$ cat config.mk
export PLATFORM = sky130hd
export DESIGN_NAME = seven_segment_driver
export DESIGN_NICKNAME = d
export VERILOG_FILES = /design/src/rtl/seven_segment_driver.sv
export SDC_FILE = /design/constraint.sdc
export NUM_CORES = 1
export LEC_CHECK = 0
export BUFFER_PORTS_ARGS = -buffer_cell sky130_fd_sc_hd__buf_4
export CELL_PAD_IN_SITES_DETAIL_PLACEMENT = 0
export CELL_PAD_IN_SITES_GLOBAL_PLACEMENT = 2
export CORE_UTILIZATION = 26
export CTS_BUF_LIST = sky130_fd_sc_hd__clkbuf_4 sky130_fd_sc_hd__clkbuf_8
export DETAILED_ROUTE_END_ITERATION = 8
export PLACE_DENSITY = 0.71
export SKIP_LAST_GASP = 1
export SYNTH_ARGS = -nofsm -noshare
export SYNTH_HDL_FRONTEND = slang
export SYNTH_SLANG_ARGS = --single-unit
export TNS_END_PERCENT = 30
$ cat constraint.sdc
create_clock -name clk -period 1.3 [get_ports clk]
set_input_delay 0.26 -clock clk [delete_from_list [all_inputs] [get_ports clk]]
set_output_delay 0.26 -clock clk [all_outputs]
set_load 0.05 [all_outputs]
$ cat src/rtl/seven_segment_driver.sv
// ============================================================================
//  Module      : seven_segment_driver
//  Description : Registered hex-to-seven-segment decoder with lamp-test,
//                blanking, load enable and selectable output polarity.
//  Revision    : 1.0 - initial release
// ============================================================================
`default_nettype none

module seven_segment_driver #(
    parameter int ACTIVE_LOW = 0
) (
    input  logic       clk,
    input  logic       rst,
    input  logic       en,
    input  logic       blank,
    input  logic       lamp_test,
    input  logic [3:0] hex_in,
    output logic [6:0] seg_out
);

    localparam logic [6:0] C_ALL_OFF  = 7'h00;
    localparam logic [6:0] C_ALL_ON   = 7'h7F;
    // XOR mask applied at the register so every loaded value carries the polarity
    localparam logic [6:0] C_POL_MASK = (ACTIVE_LOW != 0) ? 7'h7F : 7'h00;

    logic [6:0] w_decoded;
    logic [6:0] r_seg;

    // Segment order {a,b,c,d,e,f,g}, active-high sense
    always_comb begin
        w_decoded = C_ALL_OFF;
        case (hex_in)
            4'h0: w_decoded = 7'h7E;
            4'h1: w_decoded = 7'h30;
            4'h2: w_decoded = 7'h6D;
            4'h3: w_decoded = 7'h79;
            4'h4: w_decoded = 7'h33;
            4'h5: w_decoded = 7'h5B;
            4'h6: w_decoded = 7'h5F;
            4'h7: w_decoded = 7'h70;
            4'h8: w_decoded = 7'h7F;
            4'h9: w_decoded = 7'h73;
            4'hA: w_decoded = 7'h77;
            4'hB: w_decoded = 7'h1F;
            4'hC: w_decoded = 7'h4E;
            4'hD: w_decoded = 7'h3D;
            4'hE: w_decoded = 7'h4F;
            4'hF: w_decoded = 7'h47;
            default: w_decoded = C_ALL_OFF;
        endcase
    end

    always_ff @(posedge clk) begin
        if (rst) begin
            r_seg <= C_ALL_OFF ^ C_POL_MASK;
        end else if (lamp_test) begin
            r_seg <= C_ALL_ON ^ C_POL_MASK;
        end else if (blank) begin
            r_seg <= C_ALL_OFF ^ C_POL_MASK;
        end else if (en) begin
            r_seg <= w_decoded ^ C_POL_MASK;
        end
    end

    assign seg_out = r_seg;

endmodule

`default_nettype wire

==> results of run 1 <==
worst min path at each step:
stage                     startpoint         end  slack, ns
after detailed placement         rst  seg_out[1]       0.46
after global routing             rst  seg_out[1]       0.19
after floorplan                  rst  seg_out[1]       0.32
after CTS                        rst  seg_out[1]       0.19
final                            rst  seg_out[1]       0.20
after global placement           rst  seg_out[1]       0.46
cell families after synthesis:
group,after synthesis,synth area share
fa+ha+maj,5,0.121
flops,7,0.271
simple gates,17,0.186
buf+inv,8,0.0678
mux,3,0.0654
compound gates,22,0.288
layout by cell type (no fill, tap or decap):
cell | Yosys | final
a211o_1 | 3 | 3
a21o_1 | 1 | 1
a21oi_1 | 10 | 10
a21oi_2 | 2 | 2
a221o_1 | 1 | 1
a31oi_1 | 2 | 2
and3b_1 | 1 | 1
buf_4 | 1 | 23
clkbuf_4 | 0 | 4
dfxtp_1 | 7 | 7
ha_1 | 5 | 5
inv_1 | 5 | 5
mux2_1 | 3 | 3
nand2_1 | 4 | 4
nand2b_1 | 4 | 4
nand4b_1 | 2 | 2
nor2_1 | 2 | 2
nor2b_1 | 2 | 2
nor3_1 | 2 | 2
o2111ai_1 | 1 | 1
o211ai_1 | 1 | 1
o221ai_1 | 1 | 1
area by class of cell:
cell class / instances / share of cell area
Multi-Input combinational cell: 47 / 0.465
Timing Repair Buffer: 23 / 0.235
Sequential cell: 7 / 0.191
Tap cell: 25 / 0.0426
Clock buffer: 4 / 0.0409
Inverter: 5 / 0.0256
per-stage QoR:
step	hold slack, ns	std cells
floorplan	0.322	62
global placement	0.461	107
detailed placement	0.455	107
CTS	0.189	111
global route	0.188	111
finish	0.199	111
where the power goes:
part | leakage [nW] | total (mW) | internal, mW | switching, mW
registers | 0.0585 | 0.240 | 0.232 | 0.00799
logic | 0.273 | 0.227 | 0.0944 | 0.133
clock network | 0.0184 | 0.212 | 0.138 | 0.0746
worst max-delay path, delay by kind of cell:
kind	cells	cell delay [ns]
muxes	1	0.30
AOI/OAI and AO/OA	2	0.42
buffers and inverters	2	0.16
adders and majority gates	1	0.21
routing by layer:
layer,wire [um],track usage,up-vias
li1,-,-,272
met1,581,0.166,242
met2,533,0.181,13
met3,37,0.0471,0
met4,0,0.0353,0
met5,0,0,-
==> flow_metrics.env, run 1 <==
export IMPL_avgSynthCellArea_um2=8.33
export IMPL_insertion_delay_ns=0.24
export IMPL_dieArea_mm2=0.00217
export IMPL_syn2layout_area_growth_pct=42.1
export IMPL_synthDistinctLibCells=23
export IMPL_synth_area_leaders="dfxtp_1 (27%), ha_1 (12%), a21oi_1 (9.7%)"
export IMPL_finalPower_mw=0.679
export IMPL_period_share=0.898
export IMPL_crit_required_ns=1.48
export IMPL_setup_viol=0
export IMPL_place_congestion=0.779
export IMPL_grt_overflow_total=0
export IMPL_htree_num_levels=1
export IMPL_worstPathMaxFanout=4
export IMPL_reg2reg_depth=2
export IMPL_crit_arrival_ns=1.35
export IMPL_wl_per_cell_um=10.4
export IMPL_fin_util=0.408
export IMPL_routed_via_count=527
export IMPL_maxCapViolCount=0
export IMPL_portBuffers=15
export IMPL_powerDensity_mw_per_mm2=925
export IMPL_start_util=0.287
export IMPL_reg2reg_to="seg_out[1]"
export IMPL_rrSetupSlack_ns=0.64
export IMPL_ys_ff_latch=7
export IMPL_globalRouteTotalUtil=0.124
export IMPL_min_path_type="input pin to flop"
export IMPL_hold_viol_final=0
export IMPL_async_reset_ff_frac=0
export IMPL_yosysMostFrequentCell="a21oi_1"
export IMPL_crit_end="seg_out[0]"
export IMPL_setup_worst_path_class="input pin to flop"
export IMPL_cts_repair_resized=0
export IMPL_synth_largest_area_cell="dfxtp_1"
export IMPL_die_h_um=46.6
export IMPL_cts_max_path_buffers=2
export IMPL_cts_buffers_inserted=3
export IMPL_syn_cell_area_um2=517
export IMPL_synthTopCellsByCount="a21oi_1 (10), dfxtp_1 (7), ha_1 (5), inv_1 (5)"
export IMPL_fp_dieW_um=46.6
export IMPL_nFillCells=216
export IMPL_final_cell_area_um2=734
export IMPL_viasPerCell=4.75
export IMPL_final_nets=101
export IMPL_ioPinCount=16
export IMPL_end_kind="flop"
export IMPL_ir_drop_mv=0.316
export IMPL_synth_top_area_frac=0.271
export IMPL_clk_pin_slew_ns=0.05
export IMPL_multi_input_area_um2=342
export IMPL_dp_hpwl_um=965
export IMPL_coreArea_mm2=0.00180
export IMPL_synthFlopType="dfxtp_1"
export IMPL_worst_setup_path_start_kind="input pin"
export IMPL_hold_buffers=0
export IMPL_rr_startpoint="seg_out[1]"
export IMPL_grt_pass1_vias=448
export IMPL_dpl_worst_slack_ns=-0.113
export IMPL_setup_tns_ns=0
export IMPL_grt_setup_unrepaired="false"
export IMPL_grt_pass1_wl_mm=1.88
export IMPL_tightest_slew_ns=0.260
export IMPL_wl_mm=1.15
export IMPL_syn_inst=62
export IMPL_route_detailed_drc=0
export IMPL_status="finished, final reports clean"
export IMPL_cpPeakStageDelay_ns=0.31
export IMPL_cpMaxStageDelayCell="a211o_1"
export IMPL_worst_slack_ns=0.132
export IMPL_whs_path_depth=2
export IMPL_cp_cell_sequence="buf_4 -> inv_1 -> ha_1 -> mux2_1 -> a211o_1 -> a21oi_2"
export IMPL_yosysWarnings=0
export IMPL_maxSlewHeadroom=0.827
export IMPL_synth_edf_count=0
export IMPL_period_minus_slack_ns=1.17
export IMPL_ant_nets=0
export IMPL_maxSlewViolCount=0
export IMPL_grt_max_degree=11
export IMPL_skew_ns=0
export IMPL_critPathLaunch="hex_in[0]"
export IMPL_antennaDiodeCount=0
export IMPL_ys_seq_area_frac=0.271
export IMPL_post_cts_buffers=0
export IMPL_drive_gt1_frac=0.337
export IMPL_regArea_um2=140
export IMPL_drt_initial_drc_count=5
export IMPL_num_rows=15
export IMPL_fmax_mhz=856
export IMPL_p_leak_nw=0.350
export IMPL_numClockSinks=7
export IMPL_antenna_found_initial=0
export IMPL_clock_root_buffer="clkbuf_4"
export IMPL_cts_tree="done"
export IMPL_largest_reg_flops=7
export IMPL_dr_pass1_iters=4
export IMPL_syn_nets=76
export IMPL_placed_cell_area_um2=704
(Power assumes the default switching activity.)
==> run 2: changes to the inputs <==
--- a/config.mk
+++ b/config.mk
@@ -8,6 +8,7 @@
 export BUFFER_PORTS_ARGS = -buffer_cell sky130_fd_sc_hd__buf_4
 export CELL_PAD_IN_SITES_DETAIL_PLACEMENT = 0
 export CELL_PAD_IN_SITES_GLOBAL_PLACEMENT = 2
+export CORE_MARGIN = 5
 export CORE_UTILIZATION = 26
 export CTS_BUF_LIST = sky130_fd_sc_hd__clkbuf_4 sky130_fd_sc_hd__clkbuf_8
 export DETAILED_ROUTE_END_ITERATION = 8
==> run 2 against run 1 <==
Against the previous run:
- sequential power about the same
- final area down 1.7%
- maximum frequency up 0.67%
- sequential cell count unchanged
- worst setup slack better by 0.0078 ns
- hold slack worse by 0.0014 ns
- cell count unchanged
- clock skew unchanged
- non-clock buffer count down 2
- clock power about the same
- critical endpoint is now seg_out[1]
==> flow_metrics.env, run 2 (same netlist as run 1, synthesis figures left out) <==
export IMPL_nFillCells=218
export IMPL_final_cell_area_um2=722
export IMPL_start_util=0.269
export IMPL_dieArea_mm2=0.00298
export IMPL_routed_via_count=501
export IMPL_period_minus_slack_ns=1.16
export IMPL_grt_pass1_vias=476
export IMPL_rrSetupSlack_ns=0.66
export IMPL_grt_pass1_wl_mm=2.06
export IMPL_num_rows=16
export IMPL_worstPathMaxFanout=4
export IMPL_post_cts_buffers=0
export IMPL_hold_viol_final=0
export IMPL_period_share=0.892
export IMPL_setup_viol=0
export IMPL_drive_gt1_frac=0.321
export IMPL_cp_cell_sequence="buf_4 -> inv_1 -> ha_1 -> mux2_1 -> a211o_1 -> a21oi_2"
export IMPL_skew_ns=0
export IMPL_ioPinCount=16
export IMPL_clock_root_buffer="clkbuf_4"
export IMPL_cpMaxStageDelayCell="a211o_1"
export IMPL_wl_per_cell_um=10.9
export IMPL_clk_pin_slew_ns=0.05
export IMPL_numClockSinks=7
export IMPL_layout_commonest_cell="buf_4"
export IMPL_place_congestion=0.688
export IMPL_grt_max_degree=13
export IMPL_fmax_mhz=862
export IMPL_end_kind="flop"
export IMPL_path_buf_inv=2
export IMPL_coreArea_mm2=0.00192
export IMPL_antennaDiodeCount=0
export IMPL_grt_setup_unrepaired="false"
export IMPL_powerDensity_mw_per_mm2=935
export IMPL_worst_hold_slack_ns=0.198
export IMPL_globalRouteTotalUtil=0.0953
export IMPL_fp_dieW_um=54.6
export IMPL_tightest_slew_ns=0.188
export IMPL_antenna_found_initial=0
export IMPL_dpl_worst_slack_ns=-0.116
export IMPL_min_path_type="input pin to flop"
export IMPL_cpPeakStageDelay_ns=0.31
export IMPL_htree_num_levels=1
export IMPL_final_nets=99
export IMPL_cts_max_path_buffers=2
export IMPL_fin_util=0.376
export IMPL_dr_pass1_iters=4
export IMPL_wl_mm=1.21
export IMPL_route_detailed_drc=0
export IMPL_largest_reg_flops=7
export IMPL_grt_overflow_total=0
export IMPL_drt_initial_drc_count=6
export IMPL_cts_repair_resized=0
export IMPL_worst_slack_ns=0.140
export IMPL_status="finished, final reports clean"
export IMPL_syn2layout_area_growth_pct=39.7
export IMPL_die_h_um=54.6
export IMPL_setup_worst_path_class="input pin to flop"
export IMPL_maxSlewHeadroom=0.875
export IMPL_cts_tree="done"
export IMPL_maxSlewViolCount=0
export IMPL_crit_required_ns=1.48
export IMPL_ant_nets=0
export IMPL_maxCapViolCount=0
export IMPL_ir_drop_mv=0.331
export IMPL_worst_setup_path_start_kind="input pin"
export IMPL_placed_cell_area_um2=692
export IMPL_crit_arrival_ns=1.34
export IMPL_p_leak_nw=0.340
export IMPL_finalPower_mw=0.675
export IMPL_viasPerCell=4.51
export IMPL_hold_buffers=0
export IMPL_final_cell_mix="buf_4 (21), a21oi_1 (10), dfxtp_1 (7)"
export IMPL_insertion_delay_ns=0.24
export IMPL_crit_family="compound AO/OA/AOI/OAI gates"
export IMPL_cts_buffers_inserted=3
export IMPL_dp_hpwl_mm=1.02
export IMPL_portBuffers=15
## run 2: layout make-up
| cell class | count | area [um^2] | share of cell area |
|---|---|---|---|
| Inverter | 5 | 18.8 | 0.0260 |
| Multi-Input combinational cell | 47 | 342 | 0.473 |
| Sequential cell | 7 | 140 | 0.194 |
| Clock buffer | 4 | 30.0 | 0.0416 |
| Tap cell | 27 | 33.8 | 0.0468 |
| Timing Repair Buffer | 21 | 158 | 0.218 |
## run 2: path summary, 6_finish.rpt
path              startpoint         end  depth (start not counted)
setup / recovery   hex_in[1]  seg_out[1]                          6
hold / removal           rst  seg_out[1]                          2
setup reg to reg  seg_out[0]  seg_out[0]                          2
hold reg to reg   seg_out[2]  seg_out[2]                          2
## run 2: report_power, final
part | switching (mW) | internal, mW
Clock | 0.0770 | 0.138
Combinational | 0.132 | 0.0888
Sequential | 0.00827 | 0.232
## run 2: metrics by stage
| step | std cells | TNS [ns] |
|---|---|---|
| 6_report | 111 | 0 |
| 5_1_grt | 111 | 0 |
| 4_1_cts | 111 | 0 |
| 3_5_place_dp | 107 | -0.319 |
| 3_3_place_gp | 107 | -0.299 |
| 2_1_floorplan | 62 | 0 |
## run 2: layer usage
metal / GRT usage / up-vias / wire length [um]
li1: - / 269 / -
met1: 0.124 / 221 / 585
met2: 0.146 / 9 / 557
met3: 0.0109 / 2 / 37
met4: 0.0622 / 0 / 27
met5: 0 / - / 0
==> run 3: changes to the inputs <==
--- a/config.mk
+++ b/config.mk
@@ -9,10 +9,10 @@
 export CELL_PAD_IN_SITES_DETAIL_PLACEMENT = 0
 export CELL_PAD_IN_SITES_GLOBAL_PLACEMENT = 2
 export CORE_MARGIN = 5
-export CORE_UTILIZATION = 26
+export CORE_UTILIZATION = 31
 export CTS_BUF_LIST = sky130_fd_sc_hd__clkbuf_4 sky130_fd_sc_hd__clkbuf_8
 export DETAILED_ROUTE_END_ITERATION = 8
-export PLACE_DENSITY = 0.71
+export PLACE_DENSITY = 0.8
 export SKIP_LAST_GASP = 1
 export SYNTH_ARGS = -nofsm -noshare
 export SYNTH_HDL_FRONTEND = slang
==> constraint.sdc (replaced) <==
create_clock -name clk -period 1.5 [get_ports clk]
set_input_delay 0.3 -clock clk [delete_from_list [all_inputs] [get_ports clk]]
set_output_delay 0.3 -clock clk [all_outputs]
set_load 0.05 [all_outputs]
==> run 3 against run 2 <==
Against the previous run:
- first-iteration DRC count rose by 33%
- register-to-register slack gained 0.16 ns
- utilization grew 5.5 points
- cell count shrank 15%
- sequential cell count unchanged
- wire length increased by 1.3%
==> flow_metrics.env, run 3 (same netlist as run 1, synthesis figures left out) <==
export IMPL_start_util=0.335
export IMPL_clk_pin_slew_ns=0.05
export IMPL_grt_max_degree=17
export IMPL_drt_initial_drc_count=8
export IMPL_numClockSinks=7
export IMPL_ir_drop_mv=0.283
export IMPL_syn2layout_area_growth_pct=28.3
export IMPL_end_kind="flop"
export IMPL_final_cells=94
export IMPL_grt_util_met2=0.147
export IMPL_worstHoldEndpoint="seg_out[1]"
export IMPL_grt_pass1_wl_mm=2.10
export IMPL_viasPerCell=5.35
export IMPL_multi_input_area_um2=342
export IMPL_die_h_um=50.8
export IMPL_maxCapViolCount=0
export IMPL_hold_viol_final=0
export IMPL_rr_startpoint="seg_out[3]"
export IMPL_ioPinCount=16
export IMPL_insertion_delay_ns=0.25
export IMPL_powerDensity_mw_per_mm2=870
export IMPL_num_rows=14
export IMPL_status="finished, final reports clean"
export IMPL_finalPower_mw=0.577
export IMPL_largest_reg_flops=7
export IMPL_portBuffers=15
export IMPL_final_cell_mix="buf_4 (15), a21oi_1 (10), dfxtp_1 (7)"
export IMPL_wl_per_cell_um=13.0
export IMPL_use_met3=0.0233
export IMPL_grt_setup_unrepaired="false"
export IMPL_coreArea_mm2=0.00154
export IMPL_drive_gt1_frac=0.269
export IMPL_fmax_mhz=803
export IMPL_antennaDiodeCount=0
export IMPL_antenna_found_initial=0
export IMPL_crit_arrival_ns=1.43
export IMPL_placed_cell_area_um2=633
export IMPL_crit_required_ns=1.68
export IMPL_reg2reg_depth=2
export IMPL_place_congestion=0.771
export IMPL_ant_nets=0
export IMPL_route_detailed_drc=0
export IMPL_worst_hold_slack_ns=0.241
export IMPL_period_share=0.830
export IMPL_cts_max_path_buffers=2
export IMPL_fin_util=0.430
export IMPL_skew_ns=0
export IMPL_final_nets=93
export IMPL_grt_pass1_vias=467
export IMPL_clock_root_buffer="clkbuf_4"
export IMPL_wl_mm=1.22
export IMPL_regArea_um2=140
export IMPL_worst_setup_path_start_kind="input pin"
export IMPL_grt_busiest_layer="met2"
export IMPL_tightest_slew_ns=0.228
export IMPL_maxSlewViolCount=0
export IMPL_period_minus_slack_ns=1.25
export IMPL_final_cell_area_um2=663
export IMPL_post_cts_buffers=0
export IMPL_met1_usage=0.140
export IMPL_whs_path_depth=2
export IMPL_fp_dieW_um=50.8
export IMPL_rrSetupSlack_ns=0.82
export IMPL_grt_overflow_total=0
export IMPL_cts_tree="done"
export IMPL_globalRouteTotalUtil=0.107
export IMPL_worstPathMaxFanout=5
export IMPL_dieArea_mm2=0.00258
export IMPL_reg2reg_to="seg_out[3]"
export IMPL_layout_commonest_cell="buf_4"
export IMPL_cts_repair_resized=0
export IMPL_hold_buffers=0
export IMPL_nFillCells=174
export IMPL_htree_num_levels=1
export IMPL_setup_viol=0
export IMPL_maxSlewHeadroom=0.848
export IMPL_dpl_cell_count=90
export IMPL_routed_via_count=503
export IMPL_min_path_type="input pin to flop"
export IMPL_holdCritStartpoint="rst"
export IMPL_p_leak_nw=0.311
export IMPL_dr_pass1_iters=4
export IMPL_cts_buffers_inserted=3
export IMPL_setup_worst_path_class="input pin to flop"
run 3: worst max-delay path by stage:
stage,from,cells past startpoint,to,slack [ns]
after detailed placement,hex_in[1],6,seg_out[1],0.0002
final,hex_in[1],6,seg_out[1],0.25
after global placement,hex_in[1],6,seg_out[1],-0.005
after CTS,hex_in[1],6,seg_out[1],0.26
after floorplan,hex_in[1],5,seg_out[1],0.20
after global routing,hex_in[1],6,seg_out[1],0.17
run 3: metrics by stage:
stage / setup TNS [ns] / worst slack, ns
after CTS: 0 / 0.256
after global placement: -0.00484 / -0.00484
after floorplan: 0 / 0.196
final: 0 / 0.254
after detailed placement: 0 / 0.000166
after global routing: 0 / 0.172
run 3: final cells by class:
type / instances / share of cell area
sequential: 7 / 0.211
tap: 16 / 0.0302
clock buffer: 4 / 0.0453
inverter: 5 / 0.0283
timing repair buffer: 15 / 0.170
multi-input combinational: 47 / 0.515
run 3: routing by layer:
layer / routed length, um / vias up
met5: 0 / -
met4: 27 / 0
met3: 93 / 2
met2: 511 / 19
met1: 591 / 223
li1: - / 259
run 3: power by group:
group | total [mW] | switching [mW] | internal (mW)
clock network | 0.188 | 0.0683 | 0.120
registers | 0.208 | 0.00702 | 0.201
logic | 0.181 | 0.114 | 0.0674
total | 0.577 | 0.189 | 0.388
run 3: worst max-delay path: stages:
cell     delay (ns)
buf_4          0.10
inv_1          0.07
ha_1           0.24
mux2_1         0.31
a211o_1        0.30
a21oi_2        0.10
